<file path="src/rtl/multicycle_control.sv">
// Control FSM for a multicycle MIPS-style datapath: sequences fetch, decode and
// per-class execute states, drives datapath strobes and counts retired instructions.
module multicycle_control (
    input  logic        clk,
    input  logic        reset,
    input  logic [5:0]  opcode,
    input  logic        mem_ready,
    output logic        pc_write,
    output logic        pc_write_cond,
    output logic        i_or_d,
    output logic        mem_read,
    output logic        mem_write,
    output logic        ir_write,
    output logic        mem_to_reg,
    output logic        reg_dst,
    output logic        reg_write,
    output logic        alu_src_a,
    output logic [1:0]  alu_src_b,
    output logic [1:0]  alu_op,
    output logic [1:0]  pc_source,
    output logic [3:0]  state,
    output logic        instr_done,
    output logic        illegal_op,
    output logic [31:0] instr_count
);

    typedef enum logic [3:0] {
        S_FETCH  = 4'd0,
        S_DECODE = 4'd1,
        S_MEMADR = 4'd2,
        S_MEMRD  = 4'd3,
        S_MEMWB  = 4'd4,
        S_MEMWR  = 4'd5,
        S_EXEC   = 4'd6,
        S_ALUWB  = 4'd7,
        S_BRANCH = 4'd8,
        S_JUMP   = 4'd9,
        S_ADDIEX = 4'd10,
        S_ADDIWB = 4'd11
    } state_t;

    localparam logic [5:0] OP_RTYPE = 6'b000000;
    localparam logic [5:0] OP_LW    = 6'b100011;
    localparam logic [5:0] OP_SW    = 6'b101011;
    localparam logic [5:0] OP_BEQ   = 6'b000100;
    localparam logic [5:0] OP_J     = 6'b000010;
    localparam logic [5:0] OP_ADDI  = 6'b001000;

    state_t      state_r;
    state_t      next_s;
    logic [31:0] count_r;

    assign state       = state_r;
    assign instr_count = count_r;

    // State register; reset aborts any in-flight instruction.
    always_ff @(posedge clk or negedge reset) begin
        if (!reset) begin
            state_r <= S_FETCH;
        end else begin
            state_r <= next_s;
        end
    end

    // Retired-instruction counter, wraps naturally at 2^32.
    always_ff @(posedge clk or negedge reset) begin
        if (!reset) begin
            count_r <= 32'd0;
        end else if (instr_done) begin
            count_r <= count_r + 32'd1;
        end else begin
            count_r <= count_r;
        end
    end

    // Next-state and datapath controls; everything is held low while reset is asserted,
    // which also keeps the FETCH strobes (tied to mem_ready) quiet during reset.
    always_comb begin
        next_s        = S_FETCH;
        pc_write      = 1'b0;
        pc_write_cond = 1'b0;
        i_or_d        = 1'b0;
        mem_read      = 1'b0;
        mem_write     = 1'b0;
        ir_write      = 1'b0;
        mem_to_reg    = 1'b0;
        reg_dst       = 1'b0;
        reg_write     = 1'b0;
        alu_src_a     = 1'b0;
        alu_src_b     = 2'b00;
        alu_op        = 2'b00;
        pc_source     = 2'b00;
        instr_done    = 1'b0;
        illegal_op    = 1'b0;
        if (reset) begin
            case (state_r)
                S_FETCH: begin
                    mem_read  = 1'b1;
                    alu_src_b = 2'b01;
                    ir_write  = mem_ready;
                    pc_write  = mem_ready;
                    next_s    = mem_ready ? S_DECODE : S_FETCH;
                end
                S_DECODE: begin
                    alu_src_b = 2'b11;
                    case (opcode)
                        OP_LW, OP_SW: next_s = S_MEMADR;
                        OP_RTYPE:     next_s = S_EXEC;
                        OP_BEQ:       next_s = S_BRANCH;
                        OP_J:         next_s = S_JUMP;
                        OP_ADDI:      next_s = S_ADDIEX;
                        default: begin
                            next_s     = S_FETCH;
                            illegal_op = 1'b1;
                        end
                    endcase
                end
                S_MEMADR: begin
                    alu_src_a = 1'b1;
                    alu_src_b = 2'b10;
                    if (opcode == OP_SW) begin
                        next_s = S_MEMWR;
                    end else begin
                        next_s = S_MEMRD;
                    end
                end
                S_MEMRD: begin
                    mem_read = 1'b1;
                    i_or_d   = 1'b1;
                    next_s   = mem_ready ? S_MEMWB : S_MEMRD;
                end
                S_MEMWB: begin
                    mem_to_reg = 1'b1;
                    reg_write  = 1'b1;
                    instr_done = 1'b1;
                end
                S_MEMWR: begin
                    mem_write  = 1'b1;
                    i_or_d     = 1'b1;
                    instr_done = mem_ready;
                    next_s     = mem_ready ? S_FETCH : S_MEMWR;
                end
                S_EXEC: begin
                    alu_src_a = 1'b1;
                    alu_op    = 2'b10;
                    next_s    = S_ALUWB;
                end
                S_ALUWB: begin
                    reg_dst    = 1'b1;
                    reg_write  = 1'b1;
                    instr_done = 1'b1;
                end
                S_BRANCH: begin
                    alu_src_a     = 1'b1;
                    alu_op        = 2'b01;
                    pc_write_cond = 1'b1;
                    pc_source     = 2'b01;
                    instr_done    = 1'b1;
                end
                S_JUMP: begin
                    pc_write   = 1'b1;
                    pc_source  = 2'b10;
                    instr_done = 1'b1;
                end
                S_ADDIEX: begin
                    alu_src_a = 1'b1;
                    alu_src_b = 2'b10;
                    next_s    = S_ADDIWB;
                end
                S_ADDIWB: begin
                    reg_write  = 1'b1;
                    instr_done = 1'b1;
                end
                default: begin
                    next_s = S_FETCH;
                end
            endcase
        end else begin
            next_s = S_FETCH;
        end
    end

endmodule

</file>
<file path="config.mk">
export PLATFORM = sky130hd
export DESIGN_NAME = multicycle_control
export DESIGN_NICKNAME = d
export VERILOG_FILES = /design/src/rtl/multicycle_control.sv
export SDC_FILE = /design/constraint.sdc
export NUM_CORES = 1
export LEC_CHECK = 0
export CORE_MARGIN = 5
export CORE_UTILIZATION = 40
export DETAILED_ROUTE_END_ITERATION = 8
export HOLD_SLACK_MARGIN = 0.03
export PLACE_DENSITY = 0.7
export SETUP_SLACK_MARGIN = 0.2
export SYNTH_ARGS = -nofsm -noshare
export SYNTH_HDL_FRONTEND = slang
export SYNTH_SLANG_ARGS = --single-unit
</file>
<file path="constraint.sdc">
create_clock -name clk -period 4.96 [get_ports clk]
set_input_delay 0.496 -clock clk [delete_from_list [all_inputs] [get_ports clk]]
set_output_delay 0.496 -clock clk [all_outputs]
set_load 0.01 [all_outputs]
</file>
* Yosys cells after proc, flatten, opt, wreduce, memory -nomap -nowiden
Index checks and enable logic that the tools add are counted.
** Word-level totals
- Register bits :: 36
- Bits of input ports :: 9
- Logic and storage cells :: 67
- Output and inout port bits :: 54
** Cells by class
- Eq/ne operators :: 16
- Reduce and logical (&&, ||, !) cells :: 10
- Muxes and demuxes :: 38
- Add/sub/neg operators :: 1
** Operators by type and width (count)
- 32-bit by 1-bit adder with 32-bit output, second input constant :: 1
- 4-bit one-hot mux with 7 select lines :: 1
- 1-bit 2-to-1 mux :: 24
- 4-bit one-hot mux with 5 select lines :: 1
- 4-bit by 3-bit == test with 1-bit output, second input constant :: 4
- 4-bit == test, second input constant :: 4
- 6-bit == test, second input constant :: 2
- 3-bit 2-to-1 mux :: 3
- 4-bit by 2-bit == test with 1-bit output, second input constant :: 2
- 2-bit one-hot mux with 2 select lines :: 2
- 2-bit OR reduction :: 4
- 6-bit by 2-bit == test with 1-bit output, second input constant :: 1
- 6-bit by 3-bit == test with 1-bit output, second input constant :: 1
- 6-bit by 4-bit == test with 1-bit output, second input constant :: 1
- 6-bit logical NOT :: 1
- 2-bit 2-to-1 mux :: 3
- 2-bit one-hot mux with 3 select lines :: 1
- 6-bit OR reduction :: 1
- 5-bit OR reduction :: 1
- 4-bit by 1-bit == test with 1-bit output, second input constant :: 1
- 4-bit logical NOT :: 1
- 4-bit 2-to-1 mux :: 1
- 1-bit one-hot mux with 2 select lines :: 2
- 4-bit OR reduction :: 1
- 3-bit OR reduction :: 1

* Longest topological paths before layout
- Depth after elaboration :: 5
- Gate-level depth with buffers :: 7
- Depth with buffers taken out :: 5

* Worst setup path before layout
No wires, ideal clock.
- Path kind :: input to output
- Start :: input port reset
- End :: output port pc_write
- Path buffers :: 1
- Cell stages on the path :: 5
- Slack :: 2640 ps
- Arrival :: 1824 ps
- Path through :: clkbuf_1 nand2b_1 nor3_1 nor3b_1 or2_2
** On the way
- Longest elaborated chain between the ends :: 1
** Ends and longest elaborated chain
- start, declared :: line 5 : input logic reset,
- 1-bit 2-to-1 mux :: line 95 : if (reset) begin
- end, declared :: line 8 : output logic pc_write,
Every way passes these cells.

* Final worst setup path
- Start :: register state_r[2], in the netlist state[2]
- End :: output port pc_write
** On the way
- Longest elaborated chain between the ends :: 3
- Elaborated cells on any way between the ends :: 4
- Those cells by class :: eq/ne (1); mux (2); reduce/logical (1)
** Ends and longest elaborated chain
- start, declared :: line 49 : state_t state_r;
- start signal, assigned :: line 61 : state_r <= next_s;
- 4-bit == test or 4-bit logical NOT (tied branches) :: line 96 : case (state_r)
- 1-bit one-hot mux with 2 select lines (*) :: line 96
- 1-bit 2-to-1 mux (*) :: line 95
Mark *: on every way between the ends. The rest lies on a longest branch, timed or not.

==> summary.txt <==
Floorplan
  – Site Rows: 26
  – Starting Density: 0.4095
  – IO Pins: 63
  – Core area: 5075 um^2
  – DIE AREA: 6737 um^2
  – Die extent in x: 82.08 um
  – Die Ht: 82.08 um

Job
  – Max Cap Viol: 0

CTS
  – Clock Latency Late Sink: 0.29 ns
  – Post-CTS Hold Buffers: 0
  – CTS tree: done
  – Clock Pin Slew Worst Setup and Hold Paths: about 0.070 ns
  – Post-CTS setup buffer count: 0
  – Root buf cell: clkbuf_8
  – # clock sinks: 36
  – CTS buffer count: 5
  – CTS max path bufs: 2
  – Post_cts resized: 0
  – Htree depth: 2

Logic synthesis
  – Mux contribution to synthesized area: 0.01023
  – FFs w/ async S/R, synth: 1.000
  – Syn_area_per_cell: 9.490 um^2
  – Netlist cell types: 46
  – Sequential-to-total area share from yosys stat: 0.4335
  – Adder-Cell Fraction of Synth Area: 0.006020
  – Number of synthesis warnings: 0
  – Synth Instances: 219
  – Largest family of logic cells by synthesized area: simple AND/OR/NAND/NOR gates
  – Fraction of the mapped netlist area in compound gates: 0.06683
  – Number of synthesized flops with an enable pin: 0
  – XOR/XNOR Fraction of Synth Area: 0.1511
  – Synth Area in Simple Gates: 0.2968
  – Prevailing post-synth register cell: dfrtp_1
  – Cell area after synthesis: 2078 um^2
  – Synth Register Bits: 36
  – Mapped Nets: 229

Power
  – Pwr per Cell Area: between 200 and 250 nW/um^2
  – VDD IR max: 90.44 uV
  – P_leak: about 0.0012 uW

Setup path
  – Crit path required time: 4.46 ns
  – CP max stage delay: 0.61 ns
  – WP data arrival: 2.47 ns
  – Crit Path Category: flip-flop to output pin
  – Maximum fanout along the worst path: 22
  – Crit path max-delay family: simple AND/OR/NAND/NOR gates
  – CP startpoint kind: flip-flop
  – Reg2Reg Setup Slack: 2.55 ns
  – Bufs and invs on worst path: 1
  – CP Cell Sequence: nand2b_1, nor3_1, nor3b_1, or2_2, clkdlybuf4s50_1
  – Slowest CP cell: dfrtp_1
  – Critical path endpoint category: output pin

Hold path
  – HP Class: input port to async pin

Layout
  – Ratio of cells with drive above 1 in the final layout: 0.06137
  – Fin area: 2816 um^2
  – Final #Nets: 286
  – Area Overhead vs Synth: 35.52%
  – Ant. Diodes: 0
  – Fillers: 494

Timing
  – Slew Limit Fails: 0
  – RSZ-0062 raised after global routing: no
  – Final Cycle Share: 0.5986
  – Fin crit period: 2.969 ns
  – Clock skew: between 0.005 and 0.006 ns
  – Setup Viol. Count Final: 0
  – Peak Freq: about 0.34 GHz
  – Hold Fails Final Rpt: 0
  – Setup_tns: 0 ns
  – Max_slew headroom: 0.3675
  – Worst-Margin Slew: 0.9415 ns

Placement
  – HPWL Detailed: 3680 um
  – Dpl cell area: 2723 um^2
  – PortBufs: between 60 and 70
  – GP Congestion: 0.8073

GRT
  – GRT Total Usage: 0.1587
  – Overflow after GRT: 0
  – Vias in the first global route: 1803
  – Largest net degree at the start of global routing: 47
  – Initial antenna violation count: 0
  – First-pass GRT wire length: 8328 um

Drt
  – Avg Vias per Cell: 5.274
  – DR iter-0 viols: 82
  – Via count: ~1800
  – Final ANT Viol Nets: 0
  – DRC errors left: 0
  – Routed len/inst: 14.30 um
  – Routed wire length: roughly 5000 um
  – Drt pass-1 iters: 4

Outcome
  – Outcome: complete, no violations
[power breakdown]
group	total, uW	internal, uW	switching, uW
Sequential	306	298	8.37
Combinational	56.5	28.3	28.2
Clock	216	113	103
Total	578	439	139
[Yosys cell counts, types with 6 or more instances]
cell type / count / area share
and3_1: 10 / 0.030
xnor2_1: 20 / 0.084
nand4_1: 8 / 0.024
nand2_1: 12 / 0.022
nor3_1: 15 / 0.036
dfrtp_1: 36 / 0.43
o21ai_0: 6 / 0.014
nand3_1: 14 / 0.034
a21oi_1: 7 / 0.017
xor2_1: 14 / 0.059
nor2_1: 17 / 0.031
clkbuf_1: 8 / 0.014
[layout make-up]
type                    count  area (um^2)  area share
multi-input cells         168         1104      0.3918
flip-flops and latches     36        900.9      0.3199
repair buffers             63        623.1      0.2212
well taps                  70        87.58     0.03110
clock buffers               7        86.33     0.03065
clock inverters             1        7.507    0.002665
inverters                   2        7.507    0.002665
[worst register-to-register path, stage by stage (launching register included)]
cell and delay, ns:
dfrtp_1 0.72, nor2_1 0.15, a21o_1 0.27, nor3_1 0.79, nand4_1 0.21, xnor2_1 0.16
[stage by stage]
step	instances	utilization	hold WS, ns	power [uW]	setup slack, ns
global route	347	0.5550	0.3288	608.5	1.776
detailed placement	339	0.5365	0.4653	369.0	2.173
floorplan	219	-	0.2004	334.9	2.640
finish	347	0.5550	0.2894	578.2	1.991
CTS	347	0.5550	0.3063	586.3	1.952
global placement	339	0.5365	0.4629	367.2	2.186
[flip-flops by register name (all words and copies together), names as in the netlist]
register     flops
state            4
instr_count     32
[routing by layer]
layer,up-vias,wire [um],track usage
met3,7,306,0.03728
met5,-,0,0
met4,0,57,0.04983
met1,887,2288,0.2148
met2,46,2310,0.2504
li1,890,-,-
[cells in the final DEF, fill, tap and decap left out, drive strengths merged, types with 2 or more instances in the layout]
master and instances:
nand4 8, and3 10, and4 2, xor2 14
nand3b 4, nand3 14, o21ai 6, buf 2
xnor2 21, nand2b 4, or3 2, a21oi 7
nand2 12, clkbuf 7, nor2b 3, nor4 5
and2 3, inv 2, nor2 17, o211ai 2
dfrtp 36, and3b 2, nor3 16, clkdlybuf4s50 61
[kinds of logic (layout without fill, tap and decap cells)]
kind of cell	count (synthesis)	after routing
AOI/OAI and AO/OA	22	22
muxes	2	2
adders and majority gates	1	1
DFF	36	36
and+or+nand+nor	108	108
xor gates and xnor gates	35	35
buffers and inverters	15	73
[path summary, 6_finish.rpt]
path | start | endpoint | cells past startpoint
setup / recovery | state[2] | pc_write | 5
hold / removal | reset | instr_count[20] | 2
setup reg to reg | state[3] | instr_count[28] | 5
hold reg to reg | instr_count[31] | instr_count[31] | 1
max in group asynchronous | reset | instr_count[11] | 2
min in group clk | instr_count[31] | instr_count[31] | 1
Note: power is estimated with default switching activity, not from simulation.
